`src/rtl/line_cmd_sched.sv`:
```
// Line command scheduler: two round-robin requesters feed a command FIFO, and an issue FSM drives the engine one line at a time.
// Optional watchdog on the RUN state is built when LINE_SCHED_TIMEOUT_EN is defined.
module line_cmd_sched #(
  parameter int unsigned COORD_W     = 10,
  parameter int unsigned DEPTH       = 8,
  parameter int unsigned CNT_W       = 16,
  parameter int unsigned TIMEOUT_CYC = 600000
) (
  input  logic                     pclk,
  input  logic                     rst,
  input  logic                     req0_valid,
  input  logic [4*COORD_W-1:0]     req0_cmd,
  output logic                     req0_ready,
  input  logic                     req1_valid,
  input  logic [4*COORD_W-1:0]     req1_cmd,
  output logic                     req1_ready,
  input  logic                     eng_done,
  output logic                     eng_go,
  output logic [COORD_W-1:0]       eng_stax,
  output logic [COORD_W-1:0]       eng_stay,
  output logic [COORD_W-1:0]       eng_endx,
  output logic [COORD_W-1:0]       eng_endy,
  output logic                     busy,
  output logic [$clog2(DEPTH):0]   fifo_count,
  output logic [CNT_W-1:0]         lines_done,
  output logic                     err_timeout
);

  localparam int unsigned CMD_W  = 4 * COORD_W;
  localparam int unsigned PTR_W  = $clog2(DEPTH);
  localparam int unsigned FCNT_W = PTR_W + 1;

  typedef enum logic [1:0] {
    S_IDLE  = 2'd0,
    S_ISSUE = 2'd1,
    S_RUN   = 2'd2
  } state_e;

  state_e              state_q, state_d;
  logic [CMD_W-1:0]    mem_q [DEPTH];
  logic [CMD_W-1:0]    mem_d [DEPTH];
  logic [PTR_W-1:0]    wr_ptr_q, wr_ptr_d;
  logic [PTR_W-1:0]    rd_ptr_q, rd_ptr_d;
  logic [FCNT_W-1:0]   count_q, count_d;
  logic                last_grant_q, last_grant_d;
  logic [CMD_W-1:0]    eng_pos_q, eng_pos_d;
  logic                eng_go_q, eng_go_d;
  logic [CNT_W-1:0]    lines_done_q, lines_done_d;
  logic                full, push, pop, wd_expire;
  logic [CMD_W-1:0]    push_cmd;

  // Round-robin arbiter: on a tie the requester that did not win last time gets the slot.
  always_comb begin
    req0_ready = 1'b0;
    req1_ready = 1'b0;
    if (!full) begin
      req0_ready = req0_valid & (~req1_valid | last_grant_q);
      req1_ready = req1_valid & (~req0_valid | ~last_grant_q);
    end
  end

  assign full         = (count_q == FCNT_W'(DEPTH));
  assign push         = req0_ready | req1_ready;
  assign push_cmd     = req0_ready ? req0_cmd : req1_cmd;
  assign last_grant_d = push ? req1_ready : last_grant_q;
  assign pop          = (state_q == S_IDLE) && (count_q != '0);

  // Circular FIFO, no bypass path from push to pop.
  always_comb begin
    mem_d    = mem_q;
    wr_ptr_d = wr_ptr_q;
    rd_ptr_d = rd_ptr_q;
    count_d  = count_q;
    if (push) begin
      mem_d[wr_ptr_q] = push_cmd;
      wr_ptr_d        = wr_ptr_q + PTR_W'(1);
    end
    if (pop) begin
      rd_ptr_d = rd_ptr_q + PTR_W'(1);
    end
    if (push && !pop) begin
      count_d = count_q + FCNT_W'(1);
    end else if (!push && pop) begin
      count_d = count_q - FCNT_W'(1);
    end
  end

  // FSM state register.
  always_ff @(posedge pclk) begin
    if (rst) begin
      state_q <= S_IDLE;
    end else begin
      state_q <= state_d;
    end
  end

  // FSM next-state logic.
  always_comb begin
    state_d = state_q;
    case (state_q)
      S_IDLE:  if (pop) state_d = S_ISSUE;
      S_ISSUE: state_d = S_RUN;
      S_RUN:   if (eng_done || wd_expire) state_d = S_IDLE;
      default: state_d = S_IDLE;
    endcase
  end

  // FSM outputs: load endpoints on pop, go while leaving ISSUE, count completions.
  always_comb begin
    eng_pos_d    = eng_pos_q;
    eng_go_d     = 1'b0;
    lines_done_d = lines_done_q;
    case (state_q)
      S_IDLE:  if (pop) eng_pos_d = mem_q[rd_ptr_q];
      S_ISSUE: eng_go_d = 1'b1;
      S_RUN:   if (eng_done) lines_done_d = lines_done_q + CNT_W'(1);
      default: ;
    endcase
  end

  always_ff @(posedge pclk) begin
    if (rst) begin
      wr_ptr_q     <= '0;
      rd_ptr_q     <= '0;
      count_q      <= '0;
      last_grant_q <= 1'b1;
      eng_pos_q    <= '0;
      eng_go_q     <= 1'b0;
      lines_done_q <= '0;
    end else begin
      wr_ptr_q     <= wr_ptr_d;
      rd_ptr_q     <= rd_ptr_d;
      count_q      <= count_d;
      last_grant_q <= last_grant_d;
      eng_pos_q    <= eng_pos_d;
      eng_go_q     <= eng_go_d;
      lines_done_q <= lines_done_d;
    end
  end

  // Storage only; validity is tracked by the pointers and count.
  always_ff @(posedge pclk) begin
    mem_q <= mem_d;
  end

`ifdef LINE_SCHED_TIMEOUT_EN
  localparam int unsigned WD_W = $clog2(TIMEOUT_CYC + 1);

  logic [WD_W-1:0] wd_q, wd_d;
  logic            err_q, err_d;

  // Watchdog: cleared in ISSUE, counts RUN cycles; a done on the expiry edge takes priority.
  always_comb begin
    wd_d      = wd_q;
    err_d     = err_q;
    wd_expire = 1'b0;
    if (state_q == S_ISSUE) begin
      wd_d = '0;
    end else if (state_q == S_RUN) begin
      wd_d = wd_q + WD_W'(1);
      if (!eng_done && (wd_q == WD_W'(TIMEOUT_CYC - 1))) begin
        wd_expire = 1'b1;
        err_d     = 1'b1;
      end
    end
  end

  always_ff @(posedge pclk) begin
    if (rst) begin
      wd_q  <= '0;
      err_q <= 1'b0;
    end else begin
      wd_q  <= wd_d;
      err_q <= err_d;
    end
  end

  assign err_timeout = err_q;
`else
  logic unused_cfg;
  assign unused_cfg  = ^32'(TIMEOUT_CYC);
  assign wd_expire   = 1'b0;
  assign err_timeout = 1'b0;
`endif

  assign eng_go     = eng_go_q;
  assign eng_stax   = eng_pos_q[4*COORD_W-1 -: COORD_W];
  assign eng_stay   = eng_pos_q[3*COORD_W-1 -: COORD_W];
  assign eng_endx   = eng_pos_q[2*COORD_W-1 -: COORD_W];
  assign eng_endy   = eng_pos_q[COORD_W-1 -: COORD_W];
  assign busy       = (state_q != S_IDLE) || (count_q != '0);
  assign fifo_count = count_q;
  assign lines_done = lines_done_q;

endmodule
```
`config.mk`:
```
export PLATFORM = sky130hd
export DESIGN_NAME = line_cmd_sched
export DESIGN_NICKNAME = d
export VERILOG_FILES = /design/src/rtl/line_cmd_sched.sv
export SDC_FILE = /design/constraint.sdc
export NUM_CORES = 1
export LEC_CHECK = 0
export BUFFER_PORTS_ARGS = -buffer_cell sky130_fd_sc_hd__buf_2
export CORE_UTILIZATION = 41
export CTS_CLUSTER_DIAMETER = 100
export DETAILED_ROUTE_END_ITERATION = 8
export SETUP_SLACK_MARGIN = 0.05
export SLEW_MARGIN = 30
export SYNTH_ARGS = -nofsm -noshare
export SYNTH_HDL_FRONTEND = slang
export SYNTH_SLANG_ARGS = --single-unit
```
`constraint.sdc`:
```
create_clock -name pclk -period 9.46 [get_ports pclk]
set_clock_uncertainty 0.15 [all_clocks]
set_input_delay 1.419 -clock pclk [delete_from_list [all_inputs] [get_ports pclk]]
set_output_delay 1.419 -clock pclk [all_outputs]
set_load 0.1 [all_outputs]
```
# ---- Word level (Yosys, flattened, before mapping)
# Cells that the tools add are included.
dict set report op_classes {
  n_mux 15
  n_lt_le_gt_ge 3
  add_sub_neg 5
  reduce_logical 14
  bitwise_logic 10
  n_eq_ne 5
}
# op count
set op_table {}
lappend op_table {{bitwise mux 320 bit} 1}
lappend op_table {{two-way mux 40 bit} 4}
lappend op_table {{binary-select mux 40 bit (select 3 bit)} 1}
lappend op_table {{demux 40 bit (select 3 bit)} 1}
lappend op_table {{adder 16 x 1 -> 16 bit, second input constant} 1}
lappend op_table {{greater-or-equal comparator 4 bit, second input constant} 2}
lappend op_table {{two-way mux 4 bit} 2}
lappend op_table {{inverter 3 -> 4 bit} 2}
lappend op_table {{adder 3 x 1 -> 3 bit, second input constant} 2}
lappend op_table {{one-hot mux 2 bit (3 select lines)} 1}
lappend op_table {{AND reduction 2 bit} 3}
lappend op_table {{adder 4 x 1 -> 4 bit, second input constant} 1}
lappend op_table {{== test 4 bit, second input constant} 1}
lappend op_table {{logical AND 1 bit} 4}
lappend op_table {{< comparator 4 x 1 -> 1 bit, second input constant} 1}
lappend op_table {{two-way mux 2 bit} 2}
lappend op_table {{inequality test 2 bit, second input constant} 2}
lappend op_table {{nonzero test 2 bit} 2}
lappend op_table {{nonzero test 4 bit} 1}
lappend op_table {{subtractor 4 x 1 -> 4 bit, second input constant} 1}
lappend op_table {{two-way mux 1 bit} 3}
lappend op_table {{inverter 1 bit} 3}
lappend op_table {{OR 1 bit} 3}
lappend op_table {{AND 1 bit} 2}
lappend op_table {{5 further kinds} 6}
dict set report word_totals {
  out_inout_bits 65
  word_cells 68
  regBits 390
}

# ---- Logic depth before layout (Yosys ltp)
dict set report logic_depth {
  ltp_word 9
  mapped_depth 10
  ltp_nobuf 10
}

# ---- Worst setup path after synthesis
# OpenSTA, ideal clock, no wires.
dict set report synth_timing {
  path_type {input to register}
  from {in req0_valid}
  to {reg mem_q[280] in the netlist's numbering (enable)}
  setup_slack_ns 3.451
  arrival_time_ns 5.322
  cell_stages 2
  cell_sequence {o21ai_2 nor4_1}
}
dict set report synth_via {
  elab_chain_len 5
  word_cells_on_any_way 7
  classes_between {mux (2); bitwise (5)}
}
# element line
set synth_rtl {}
lappend synth_rtl {{from (decl)} 11} ;# input logic req0_valid,
lappend synth_rtl {{inverter 1 bit} 58} ;# req1_ready = req1_valid & (~req0_valid | ~last_grant_q);
lappend synth_rtl {{OR 1 bit} 58}
lappend synth_rtl {{AND 1 bit} 58}
lappend synth_rtl {{two-way mux 1 bit} 56} ;# if (!full) begin
lappend synth_rtl {{OR 1 bit (*)} 63} ;# assign push = req0_ready | req1_ready;
lappend synth_rtl {{to (signal assigned)} 143} ;# mem_q <= mem_d;
lappend synth_rtl {{to (decl)} 40} ;# logic [CMD_W-1:0] mem_q [DEPTH];
# Every way passes the cells marked *; elsewhere a longest branch is shown, timed or not.
# A chain may end at the register's enable or synchronous reset.

# ---- Worst setup path after layout
dict set report layout_timing {
  from {in req1_valid}
  to {out req0_ready}
}
dict set report layout_via {
  elab_chain_len 4
}
# element line
set layout_rtl {}
lappend layout_rtl {{from (decl)} 14} ;# input logic req1_valid,
lappend layout_rtl {{inverter 1 bit} 57} ;# req0_ready = req0_valid & (~req1_valid | last_grant_q);
lappend layout_rtl {{OR 1 bit} 57}
lappend layout_rtl {{AND 1 bit} 57}
lappend layout_rtl {{two-way mux 1 bit} 56}
lappend layout_rtl {{to (decl)} 13} ;# output logic req0_ready,
# Every way passes these cells.

==> results.rst <==
.. list-table::
   :header-rows: 1

   * - Metric
     - Value
   * - Result of the run
     - finished, violations left
   * - Violated checks
     - DRC
   * - Internal power
     - between 3 and 4 mW
   * - Net count after synthesis
     - slightly above 900
   * - Detailed-route vias per instance
     - 5.39
   * - Critical path startpoint category
     - input pin
   * - Share of post-route cells with drive strength above 1
     - 0.337
   * - Crit-path cells
     - buf_2 > nand2b_1 > nand3_4 > inv_1 > buf_2
   * - Slowest CP cell
     - nand3_4
   * - Worst setup path category
     - in -> out
   * - Count of TritonRoute iterations in the first routing pass
     - 7
   * - Biggest fanout along the worst timing path
     - slightly above 40
   * - Core area
     - about 36000 um^2
   * - Switching part of the total power
     - 0.357
   * - Most used flip-flop cell after synthesis
     - edfxtp_1
   * - Overall die width
     - approximately 190 um
   * - Register-to-Register Path Depth
     - 10
   * - Critical path data required time
     - between 7000 and 8000 ps
   * - Reg2reg end
     - fifo_count[3]
   * - Slowest Stage Delay on Critical Path
     - around 690 ps
   * - Num Clock Sinks
     - roughly 400
   * - Placement-stage worst setup slack
     - a little under 5000 ps
   * - Number of global-route vias before repair
     - around 8000
   * - Clock Pin Slew Worst Setup and Hold Paths
     - roughly 60 ps
   * - Reported leakage power
     - 6.02 nW
   * - Number of design rule violations left after detail routing
     - 11
   * - Row Count
     - roughly 70
   * - Count of endpoints failing hold in the final timing report
     - 0
   * - Final GP Congestion
     - approximately 0.76
   * - Post-CTS Setup Repair Bufs
     - 0
   * - Clock H-tree levels
     - 2
   * - Met3 wire len
     - about 1.3 mm
   * - Routed wire length
     - between 30 and 40 mm
   * - All-layer global routing usage
     - 0.178
   * - Type of the tightest min-delay check
     - reg -> reg
   * - Setup_tns
     - 0 ps
   * - Count of final setup violators
     - 0
   * - Num ports
     - 150
   * - Critical Path Sink Type
     - output pin
   * - Highest routed metal layer
     - met4
   * - Number of fill cells
     - ~3000
   * - Met2 layer wire length in the routed design
     - 16.0 mm
   * - Worst setup path end
     - req0_ready
   * - Top cell by count, worst path
     - buf_2
   * - Gate count of the mapped netlist
     - just over 800
   * - Wl on met1
     - about 15 mm
   * - Number of buffers created by CTS
     - 42
   * - Power Dens Cells
     - 324 nW/um^2
   * - Number of antenna violations at the first check in global routing
     - 0
   * - Hold bufs inserted after CTS
     - 0
   * - Total via count after detailed routing
     - a little under 8000
   * - Proportion of synthesized chip area in sequential cells
     - 0.736
   * - Reg2Reg Launch Point
     - fifo_count[0]
   * - Maximum operating frequency
     - 218 MHz
   * - Top cells by area, synth
     - edfxtp_1 64%, mux4_2 12%, dfxtp_1 9.4%, mux2_1 1.7%, nor2_1 1.7%
   * - Quantity of I/O buffers inserted on ports
     - about 150
   * - Ant. Diodes
     - 0
   * - Routed length per placed instance
     - about 22 um
   * - Avg Synthesized Cell Area
     - between 15 and 20 um^2
   * - VDD IR-drop max
     - roughly 0.21 mV
   * - CTS tree
     - yes
   * - Total gr overflow
     - 0
   * - Worst-Margin Slew
     - about 950 ps
   * - Die height
     - a little under 200 um
   * - Count of max-cap constraint violations
     - 0
   * - Period minus WS final
     - roughly 4600 ps
   * - CP arrival
     - 3010 ps
   * - Initial drt markers
     - ~460
   * - Initial Util
     - 0.419
   * - Clock root buffer
     - clkbuf_16
   * - Area share of the leading cell type in the synthesized netlist
     - 0.642
   * - RSZ-0062 raised after global routing
     - no
   * - Number of nets in the finished design
     - around 1100
   * - Sequential share of power
     - 0.405
   * - P_sw
     - between 2 and 2.5 mW
   * - Share of power burned in combinational logic
     - 0.312
   * - Wire length of the first global-routing pass
     - a little under 50 mm
   * - Crit path from
     - req1_valid
   * - Power share of the clock group
     - 0.283
   * - Latest clock arrival within the worst-skew pair
     - 550 ps
   * - Final cycle utilization of the critical path
     - 0.485
   * - Fraction of registers with async set/reset
     - 0
   * - Most frequent cells after synthesis
     - 320 x edfxtp_1, 80 x mux4_2, 70 x dfxtp_1
   * - Syn Std Cell Area
     - roughly 15000 um^2
   * - Largest area contributor in the synthesized netlist
     - edfxtp_1
   * - R2R setup slack
     - 6410 ps
   * - Number of flops mapped to enable cells by yosys
     - 320
   * - Die Outline Area
     - approximately 37000 um^2
   * - Worst path setup slack after routing
     - roughly 4900 ps
   * - Maximum number of pins on one net before global-route repair
     - just over 70
   * - Remaining antenna violation count after routing
     - 0
   * - Top-count cell post-synth
     - edfxtp_1
   * - Half-perimeter wire length of the detailed placement result
     - ~18 mm
   * - Clock tree buffer depth
     - 3
   * - Number of warning messages in the yosys log
     - 0
   * - Number of different library cells in the post-synthesis netlist
     - 45
   * - Final Max Slew Viols
     - 0
   * - Synthesized flop and latch total
     - 390
   * - Normalized max-slew margin
     - 0.369
   * - Layout-stage area growth over the synthesis result
     - 17.9%
   * - Number of gates resized after cts
     - 0
-- layer usage --
metal | vias to the layer above | global-route usage
met5 | - | 0
met4 | 0 | 0.0433
met3 | 40 | 0.0271
met2 | 180 | 0.298
met1 | 4117 | 0.244
li1 | 3601 | -
-- logic make-up after synthesis --
logic type	Yosys count	synth area share
muxes	123	0.153
other	1	0.000251
DFF	390	0.736
adders and majority gates	7	0.00635
AOI/OAI and AO/OA	65	0.0263
and+or+nand+nor	167	0.0544
buffers and inverters	51	0.0161
xor gates and xnor gates	14	0.00819
-- worst max-delay path, delay by kind of cell --
kind / cells / cell delay (ps)
AND/OR/NAND/NOR: 2 / 810
buffers and inverters: 3 / 780
-- flip-flops by register name, summed over array words and instances (netlist names) --
signal and cells:
eng_go 1, eng_pos_q 40, fifo_count 4, last_grant_q 1
lines_done 16, mem_q 320, rd_ptr_q 3, state_q 2
wr_ptr_q 3
-- cell type report --
type | instances | area [um^2] | share of cell area
sequential | 390 | 11000 | 0.625
multi-input combinational | 377 | 3780 | 0.215
clock buffer | 58 | 1160 | 0.0658
timing repair buffer | 162 | 852 | 0.0483
tap | 461 | 577 | 0.0327
clock inverter | 20 | 230 | 0.0130
inverter | 5 | 18.8 | 0.00106
-- worst min path at each step --
stage,start,to,slack [ps],cells after the start
floorplan,last_grant_q,last_grant_q,320,1
global placement,lines_done[15],lines_done[15],300,2
detailed placement,lines_done[15],lines_done[15],320,2
CTS,lines_done[15],lines_done[15],330,2
global route,lines_done[15],lines_done[15],340,2
finish,lines_done[15],lines_done[15],330,2
-- cell usage in the layout (no fill, tap or decap), types with 3 or more instances in the layout --
master,instances
a21oi_1,13
buf_2,147
buf_4,14
bufinv_16,3
clkbuf_1,11
clkbuf_16,42
clkbuf_8,5
clkinv_1,4
clkinv_2,6
dfxtp_1,68
edfxtp_1,320
ha_1,6
inv_1,4
mux2_1,23
mux2_2,18
mux4_2,80
nand2_1,14
nand2b_1,4
nand3_1,6
nand4_1,7
nor2_1,64
nor2_4,3
nor3_1,42
nor3_2,4
o21ai_0,6
o22ai_1,40
or3_1,6
xnor2_1,9
xor2_1,5
-- metrics by stage --
step	hold WS [ps]	cells	area, um^2	power, mW	utilization
global placement	304	1395	16200	4.13	0.455
CTS	328	1473	17600	5.78	0.494
finish	329	1473	17600	5.71	0.494
floorplan	323	818	15000	3.72	-
detailed placement	319	1395	16300	4.16	0.455
global route	340	1473	17600	5.97	0.494
-- power by group through the flow --
stage	clock network [mW]	logic, mW	registers [mW]
after floorplan	0	0.937	2.78
after detailed placement	0	1.81	2.35
after global routing	1.71	1.91	2.35
after global placement	0	1.79	2.34
after CTS	1.65	1.81	2.32
final	1.62	1.78	2.31
(Power assumes the default switching activity.)
